$ cat config.mk
export PLATFORM = sky130hd
export DESIGN_NAME = pipeline_hazard_ctrl
export DESIGN_NICKNAME = d
export VERILOG_FILES = /design/src/rtl/pipeline_hazard_ctrl_pkg.sv /design/src/rtl/pipeline_hazard_ctrl_hazard_detect.sv /design/src/rtl/pipeline_hazard_ctrl.sv
export SDC_FILE = /design/constraint.sdc
export NUM_CORES = 1
export LEC_CHECK = 0
export CORE_ASPECT_RATIO = 1.75
export CORE_MARGIN = 2
export CORE_UTILIZATION = 45
export DETAILED_ROUTE_END_ITERATION = 8
export PLACE_DENSITY_LB_ADDON = 0.08
export SLEW_MARGIN = 20
export SYNTH_ARGS = -nofsm -noshare
export SYNTH_HDL_FRONTEND = slang
export SYNTH_HIERARCHICAL = 1
export SYNTH_SLANG_ARGS = --single-unit
$ cat constraint.sdc
create_clock -name clk -period 5.1 [get_ports clk]
set_input_delay 1.53 -clock clk [delete_from_list [all_inputs] [get_ports clk]]
set_output_delay 1.53 -clock clk [all_outputs]
set_load 0.03 [all_outputs]
$ cat src/rtl/pipeline_hazard_ctrl_pkg.sv
// Shared definitions for the pipeline hazard controller and related logic.
package pipeline_hazard_ctrl_pkg;

  typedef enum logic [1:0] {
    RUN      = 2'd0,
    MEM_WAIT = 2'd1,
    FLUSH    = 2'd2
  } state_e;

  localparam logic [6:0] OP_LOAD   = 7'b0000011;
  localparam logic [6:0] OP_STORE  = 7'b0100011;
  localparam logic [6:0] OP_BRANCH = 7'b1100011;
  localparam logic [6:0] OP_RTYPE  = 7'b0110011;

  localparam int unsigned OPC_LSB = 0;
  localparam int unsigned OPC_MSB = 6;
  localparam int unsigned RD_LSB  = 7;
  localparam int unsigned RD_MSB  = 11;
  localparam int unsigned RS1_LSB = 15;
  localparam int unsigned RS1_MSB = 19;
  localparam int unsigned RS2_LSB = 20;
  localparam int unsigned RS2_MSB = 24;

  // True for opcodes whose rs2 field is a real source register.
  function automatic logic uses_rs2(input logic [6:0] opcode);
    return (opcode == OP_RTYPE) || (opcode == OP_STORE) || (opcode == OP_BRANCH);
  endfunction

endpackage

$ cat src/rtl/pipeline_hazard_ctrl_hazard_detect.sv
// Combinational load-use detector: a load in EX feeding a source of the
// instruction in decode.
module hazard_detect
  import pipeline_hazard_ctrl_pkg::*;
(
  input  logic [31:0] if_id_ir,
  input  logic [31:0] id_ex_ir,
  output logic        load_use
);

  logic [6:0] ex_op;
  logic [6:0] id_op;
  logic [4:0] ex_rd;
  logic [4:0] id_rs1;
  logic [4:0] id_rs2;
  logic       unused_bits;

  assign ex_op  = id_ex_ir[OPC_MSB:OPC_LSB];
  assign ex_rd  = id_ex_ir[RD_MSB:RD_LSB];
  assign id_op  = if_id_ir[OPC_MSB:OPC_LSB];
  assign id_rs1 = if_id_ir[RS1_MSB:RS1_LSB];
  assign id_rs2 = if_id_ir[RS2_MSB:RS2_LSB];

  assign unused_bits = ^{if_id_ir[14:7], if_id_ir[31:25], id_ex_ir[31:12]};

  // Load destination matches rs1, or rs2 when the decode opcode reads rs2.
  always_comb begin
    load_use = 1'b0;
    if ((ex_op == OP_LOAD) && (ex_rd != '0)) begin
      load_use = (ex_rd == id_rs1) || ((ex_rd == id_rs2) && uses_rs2(id_op));
    end
  end

endmodule

$ cat src/rtl/pipeline_hazard_ctrl.sv
// Pipeline hazard controller: memory-wait stalls, taken-branch flushes and
// load-use bubbles, with saturating stall/flush performance counters.
module pipeline_hazard_ctrl
  import pipeline_hazard_ctrl_pkg::*;
#(
  parameter int unsigned FLUSH_CYCLES = 2,
  parameter int unsigned CNT_W        = 32
) (
  input  logic             clk,
  input  logic             rst_n,
  input  logic [31:0]      if_id_ir,
  input  logic [31:0]      id_ex_ir,
  input  logic             br_taken,
  input  logic             dmem_req,
  input  logic             dmem_ready,
  output logic             pc_stall,
  output logic             if_id_stall,
  output logic             id_ex_bubble,
  output logic             if_id_flush,
  output logic             back_stall,
  output logic [1:0]       state_o,
  output logic [CNT_W-1:0] stall_cnt,
  output logic [CNT_W-1:0] flush_cnt
);

  localparam logic [2:0] FC_LOAD   = 3'(FLUSH_CYCLES);
  localparam logic [2:0] FC_RELOAD = 3'(FLUSH_CYCLES - 1);

  state_e     state_q, state_d;
  logic [2:0] fcnt_q, fcnt_d;
  logic       pend_q, pend_d;
  logic       load_use;
  logic       mem_wait;
  logic       pc_stall_c, if_id_stall_c, id_ex_bubble_c, if_id_flush_c, back_stall_c;

  hazard_detect u_hazard_detect (
    .if_id_ir (if_id_ir),
    .id_ex_ir (id_ex_ir),
    .load_use (load_use)
  );

  assign mem_wait = dmem_req & ~dmem_ready;

  // State, flush counter and pending-flush flag registers.
  always_ff @(posedge clk or negedge rst_n) begin
    if (!rst_n) begin
      state_q <= RUN;
      fcnt_q  <= '0;
      pend_q  <= 1'b0;
    end else begin
      state_q <= state_d;
      fcnt_q  <= fcnt_d;
      pend_q  <= pend_d;
    end
  end

  // Next-state and control outputs; priority is memory wait, branch, load-use.
  // fcnt counts FLUSH-state cycles still to run, so the RUN-state branch cycle
  // loads FLUSH_CYCLES-1 while a flush deferred past MEM_WAIT loads FLUSH_CYCLES.
  always_comb begin
    state_d        = state_q;
    fcnt_d         = fcnt_q;
    pend_d         = pend_q;
    pc_stall_c     = 1'b0;
    if_id_stall_c  = 1'b0;
    id_ex_bubble_c = 1'b0;
    if_id_flush_c  = 1'b0;
    back_stall_c   = 1'b0;
    unique case (state_q)
      RUN: begin
        if (mem_wait) begin
          pc_stall_c    = 1'b1;
          if_id_stall_c = 1'b1;
          back_stall_c  = 1'b1;
          pend_d        = br_taken;
          state_d       = MEM_WAIT;
        end else if (br_taken) begin
          if_id_flush_c  = 1'b1;
          id_ex_bubble_c = 1'b1;
          fcnt_d         = FC_RELOAD;
          if (FC_RELOAD != 3'd0) state_d = FLUSH;
        end else if (load_use) begin
          pc_stall_c     = 1'b1;
          if_id_stall_c  = 1'b1;
          id_ex_bubble_c = 1'b1;
        end
      end
      MEM_WAIT: begin
        if (!dmem_ready) begin
          pc_stall_c    = 1'b1;
          if_id_stall_c = 1'b1;
          back_stall_c  = 1'b1;
          if (br_taken) pend_d = 1'b1;
        end else if (pend_q || br_taken) begin
          state_d = FLUSH;
          fcnt_d  = FC_LOAD;
          pend_d  = 1'b0;
        end else begin
          state_d = RUN;
        end
      end
      FLUSH: begin
        if_id_flush_c  = 1'b1;
        id_ex_bubble_c = 1'b1;
        if (br_taken) begin
          fcnt_d = FC_RELOAD;
          if (FC_RELOAD == 3'd0) state_d = RUN;
        end else if (fcnt_q <= 3'd1) begin
          fcnt_d  = '0;
          state_d = RUN;
        end else begin
          fcnt_d = fcnt_q - 3'd1;
        end
      end
      default: begin
        state_d = RUN;
        fcnt_d  = '0;
        pend_d  = 1'b0;
      end
    endcase
  end

  assign pc_stall     = rst_n & pc_stall_c;
  assign if_id_stall  = rst_n & if_id_stall_c;
  assign id_ex_bubble = rst_n & id_ex_bubble_c;
  assign if_id_flush  = rst_n & if_id_flush_c;
  assign back_stall   = rst_n & back_stall_c;
  assign state_o      = state_q;

  // Saturating performance counters for stall and flush cycles.
  always_ff @(posedge clk or negedge rst_n) begin
    if (!rst_n) begin
      stall_cnt <= '0;
      flush_cnt <= '0;
    end else begin
      if (pc_stall && (stall_cnt != '1)) stall_cnt <= stall_cnt + CNT_W'(1);
      if (if_id_flush && (flush_cnt != '1)) flush_cnt <= flush_cnt + CNT_W'(1);
    end
  end

endmodule

# Yosys cells after proc, flatten, opt, wreduce, memory -nomap -nowiden
# Cells that the tools add are included.
# totals
regBits	70
latchBits	0
mem_bits_rw	0
mem_bits_ro	0
input_bits	69
output_inout_bits	71
memories	0
# classes
addsub	3
n_mul	0
n_div	0
order_cmp	1
n_eq_ne	20
shifts	0
mux	33
bitwise	7
n_reduce_logical	13
# op_table
operator	count
$add 32x1->32 const B	2
$ne 32x32->1 const B	2
$mux 3	6
$eq 7x6->1 const B	2
$mux 1	14
$ne 2x2->1 const B	7
$mux 2	6
$reduce_and 4->1	3
$eq 5x5->1	2
$ne 3x3->1 const B	3
$pmux 3 s3	1
$pmux 1 s2	4
$eq 7x2->1 const B	1
$eq 7x7->1 const B	1
$pmux 2 s3	1
$and 1x1->1	5
$reduce_bool 5->1	1
$logic_and 1x1->1	4
$logic_or 1x1->1	4
$le 3x1->1 const B	1
$pmux 1 s3	1
$sub 3x1->3 const B	1
$eq 2x1->1 const B	1
$eq 2x2->1 const B	1
2 further kinds	3

# Depth between registers and ports, before layout
# logic_depth
word_depth	12
mapped_depth	10
depth_no_buf	9

# Modules after synthesis
# The synthesis kept the hierarchy.
# by_module_without_submodules
mod	instances	cells_each	area_per_inst_um2	seq_area_each_um2
pipeline_hazard_ctrl	1	330	3562.2	1751.7
hazard_detect	1	23	178.9	0.0

# Worst setup path before layout
# OpenSTA, ideal clock, no wires.
# synth_timing
kind	input to output
start	input id_ex_ir[10]
end	output pc_stall
t_arrival_ns	3.359
required_ns	3.570
slack_ns	0.211
stages	9
cell_sequence	xor2_1 a2111oi_4 nand4_1 a211oi_1 nand2b_1 a2bb2oi_1 nor2_1 buf_2 buf_4
# synth_between
elab_chain_cells	9
word_cells_on_any_way	12
classes_between	eq/ne: 2; mux: 5; bitwise: 1; reduce/logical: 4
# synth_lines
element	line_no	source
start, declared	pipeline_hazard_ctrl.sv:12	input logic [31:0] id_ex_ir,
$eq 5x5->1	pipeline_hazard_ctrl_hazard_detect.sv:30	load_use = (ex_rd == id_rs1) || ((ex_rd == id_rs2) && uses_rs2(id_op));
$logic_and 1x1->1	pipeline_hazard_ctrl_hazard_detect.sv:30	
$logic_or 1x1->1	pipeline_hazard_ctrl_hazard_detect.sv:30	
$mux 1 (*)	pipeline_hazard_ctrl_hazard_detect.sv:29	if ((ex_op == OP_LOAD) && (ex_rd != '0)) begin
net load_use	pipeline_hazard_ctrl.sv:32	logic load_use;
$mux 1 (*) (3 in a row)	--	
$pmux 1 s2 (*)	--	
$and 1x1->1 (*)	--	
end, declared	pipeline_hazard_ctrl.sv:16	output logic pc_stall,
# Mark *: on every way through the listed nets, which the timed path passes. The rest lies on a longest branch.

# Worst setup path in the final report
# layout_timing
start	input id_ex_ir[10]
end	output if_id_stall
# layout_between
elab_chain_cells	9
word_cells_on_any_way	12
classes_between	eq/ne: 2; mux: 5; bitwise: 1; reduce/logical: 4
# layout_lines
element	line_no	source
$eq 5x5->1	pipeline_hazard_ctrl_hazard_detect.sv:30	
$logic_and 1x1->1	pipeline_hazard_ctrl_hazard_detect.sv:30	
$logic_or 1x1->1	pipeline_hazard_ctrl_hazard_detect.sv:30	
$mux 1 (*)	pipeline_hazard_ctrl_hazard_detect.sv:29	
net load_use	pipeline_hazard_ctrl.sv:32	
$mux 1 (*)	pipeline_hazard_ctrl.sv:82	end else if (load_use) begin
$mux 1 (*)	pipeline_hazard_ctrl.sv:77	end else if (br_taken) begin
$mux 1 (*)	pipeline_hazard_ctrl.sv:71	if (mem_wait) begin
$pmux 1 s2 (*)	pipeline_hazard_ctrl.sv:69	unique case (state_q)
$and 1x1->1 (*)	pipeline_hazard_ctrl.sv:124	assign if_id_stall = rst_n & if_id_stall_c;
end, declared	pipeline_hazard_ctrl.sv:17	output logic if_id_stall,
# Marked as above.

==> summary.txt <==
Global routing
  • Tot GR Track Use: 21.3%
  • Largest net degree at the start of global routing: 55
  • Met2 Use GR: 39.5%
  • Initial antenna violation count: 0
  • Grt peak-use layer: met2
  • Met1 Use GR: 22.3%
  • Grt ovf: 0
  • Met3 Usage GRT: 4.61%
  • Number of global-route vias before repair: 3206
  • Global-route wire length before repair: 15100 microns

Logic synthesis
  • EDFF count, synth: 0
  • Post-synth cell types: 53
  • YS warnings: 6
  • Ys async rst share: 100%
  • Synthesized instance count: 353
  • Syn avg cell area: 10.6 sq um
  • Most common cell in the netlist: dfrtp_1
  • Synth cell count leaders: dfrtp_1 (70), xnor2_1 (53), nand4_1 (34)
  • Top cell type by total area after synthesis: dfrtp_1
  • Seq/Total Area, Yosys: 46.8%
  • Cell Area, Synth: 3740 sq um
  • Share of the synthesized area in the top cell type: 46.8%
  • Yosys reg bits: 70
  • Synth Net Count: 426
  • Prevailing post-synth register cell: dfrtp_1
  • Top cells by area, synth: dfrtp_1 (47%), xnor2_1 (12%), nand4_1 (5.7%), nand3_1 (4.0%), xor2_1 (3.5%)

Setup path
  • Worst Setup SP: id_ex_ir[10]
  • R2r startpoint: stall_cnt[20]$_DFFE_PN0P_
  • Crit end category: primary output
  • RR Endpoint: stall_cnt[1]$_DFFE_PN0P_
  • Crit path launch type: input port
  • Max FO, Critical Path: 4
  • Worst r2r path cells: 5
  • Crit path to: if_id_stall
  • Kind of critical path: input port to primary output
  • Reg2reg setup slack: 2.35 ns
  • Worst Path Required: 3.57 ns
  • Worst Path Arrival: 3.45 ns

Place
  • Routability cong.: 0.826
  • HPWL reported at the end of detailed placement: 7020 microns
  • Port Buffers: 104

Power
  • NetSw: 532 uW
  • Reg power frac: 38.4%
  • Power Total: 1760 uW
  • Clock power frac: 37.7%
  • Worst vdd ir: 289 uV
  • Cell area power density: 333 nW/um^2
  • Lkg Pwr: 0.00221 uW
  • P_int: 1230 uW
  • Sw Ratio: 30.2%
  • Gate power share: 23.9%

Timing
  • Setup_tns: 0 ns
  • Final Hold Vio Count: 0
  • Final period util: 97.6%
  • Max Freq: 0.201 GHz
  • Final Hold Slack: 0.499 ns
  • Unrepaired setup endpoints after global routing: no
  • Crit path time final: 4.98 ns
  • Final Setup Violations: 0
  • Slew headroom: 45.7%
  • Setup Skew: 0.00335 ns
  • Slew Limit Fails: 0
  • Worst-margin pin slew: 0.815 ns

Layout
  • N_diodes: 0
  • Fillcell total: 710
  • Area taken by flip-flops and latches: 1750 sq um
  • Finished Core Util: 64.7%
  • Layout area overhead: 41.8%
  • Multi-input logic area: 1950 sq um
  • Layout cells sized above 1: 12.1%
  • Final Net Count: 548

Run
  • Max-cap violations: 0

Clock tree
  • Clock Sinks: 70
  • Total CTS buffers: 9
  • CTS root buf: clkbuf_16
  • Max Buffers Root-to-Sink: 2
  • Register clock-pin slew on the reported worst setup and hold paths: 0.05 ns
  • H-tree levels: 3
  • Hold bufs inserted after CTS: 0
  • CTS tree: built
  • Post-CTS Setup Bufs: 0
  • Clk_lat worst skew: 0.33 ns

Routing
  • Vias/cell: 5.52
  • Post-route ant nets: 0
  • Drt pass-1 iters: 5
  • Post-Route WL: 9170 microns
  • 1st-iter DRT viols: 108
  • DR WL/cell: 16.0 microns
  • Vias: 3160
  • Residual DRC count: 0

Status
  • Status: complete, no violations

Floorplanning
  • Die area: 9090 sq um
  • Core ar.: 8200 sq um
  • Overall die height: 125 microns
  • DIE WIDTH: 72.9 microns
  • Site row count: 44
  • Starting density of the core: 45.6%
  • I/O pin count: 140

Min path
  • Worst Hold Class: register to register
[sequential cells by signal (all words and copies together) (netlist names)]
| signal | count |
|---|---|
| pend_q | 1 |
| state_o | 2 |
| fcnt_q | 3 |
| flush_cnt | 32 |
| stall_cnt | 32 |
[worst max-delay path, cell delays in order]
cell and delay, ns:
clkdlybuf4s15_1 0.24, xor2_2 0.21, a2111oi_4 0.31, nand4_1 0.15, a211oi_2 0.26, buf_4 0.17
nand2b_4 0.06, a2bb2oi_2 0.13, nor2_1 0.09, buf_4 0.16, buf_6 0.13
[layout make-up]
cell class / instances / share of cell area [%]
Clock buffer: 12 / 4.65
Clock inverter: 4 / 1.32
Inverter: 8 / 0.566
Multi-Input combinational cell: 268 / 36.8
Sequential cell: 70 / 33.0
Tap cell: 92 / 2.17
Timing Repair Buffer: 118 / 21.5
[cell usage in the layout (no fill, tap or decap), drive strengths merged, types with 3 or more instances in the layout]
cell and n:
buf 19, nor2 22, xnor2 53, dlygate4sd2 4
dfrtp 70, nor3 14, xor2 15, clkdlybuf4s50 92
and4 6, inv 8, and3 16, or3 3
nor4 4, ha 4, nand2 18, nand2b 3
and2 4, clkbuf 12, nand3 31, nand4 35
a21oi 11
[metal layers]
| layer | vias to the layer above | share of wire, % |
|---|---|---|
| li1 | 1528 | - |
| met1 | 1538 | 37 |
| met2 | 78 | 57 |
| met5 | - | 0 |
| met3 | 16 | 3.6 |
| met4 | 0 | 2.1 |
[kinds of logic after synthesis]
family                     after synthesis  share of synthesized area (%)
buffers and inverters                   15                           1.97
DFF                                     70                           46.8
muxes                                    2                          0.602
xor gates and xnor gates                68                           15.9
AOI/OAI and AO/OA                       32                           7.56
adders and majority gates                4                           1.34
and+or+nand+nor                        162                           25.8
[worst min-delay path by stage]
stage                         startpoint                        end  depth (start not counted)
2_1_floorplan      fcnt_q[2]$_DFFE_PN0P_      fcnt_q[2]$_DFFE_PN0P_                          2
3_3_place_gp   flush_cnt[12]$_DFFE_PN0P_  flush_cnt[12]$_DFFE_PN0P_                          1
3_5_place_dp   flush_cnt[31]$_DFFE_PN0P_  flush_cnt[31]$_DFFE_PN0P_                          1
4_1_cts        stall_cnt[19]$_DFFE_PN0P_  stall_cnt[19]$_DFFE_PN0P_                          1
5_1_grt        stall_cnt[19]$_DFFE_PN0P_  stall_cnt[19]$_DFFE_PN0P_                          1
6_report       flush_cnt[15]$_DFFE_PN0P_  flush_cnt[15]$_DFFE_PN0P_                          1
[repair_timing]
action                                  CTS  global route
endpoints found under the setup margin    3             2
pin swaps                                 4             3
gates resized for setup                  12             4
[power by group through the flow]
| stage | combinational (uW) | sequential (uW) | clock [uW] |
|---|---|---|---|
| floorplan | 189 | 738 | 0 |
| global placement | 415 | 684 | 0 |
| detailed placement | 424 | 685 | 0 |
| CTS | 428 | 676 | 679 |
| global route | 455 | 688 | 704 |
| finish | 423 | 677 | 665 |
[per-stage QoR]
step | cells | worst slack [ns] | instance area (sq um)
6_report | 572 | 0.125 | 5300
5_1_grt | 572 | 0.000248 | 5300
4_1_cts | 572 | 0.0246 | 5290
3_5_place_dp | 556 | -0.253 | 4940
3_3_place_gp | 556 | -0.228 | 4940
2_1_floorplan | 353 | 0.211 | 3740
(Power assumes the default switching activity.)
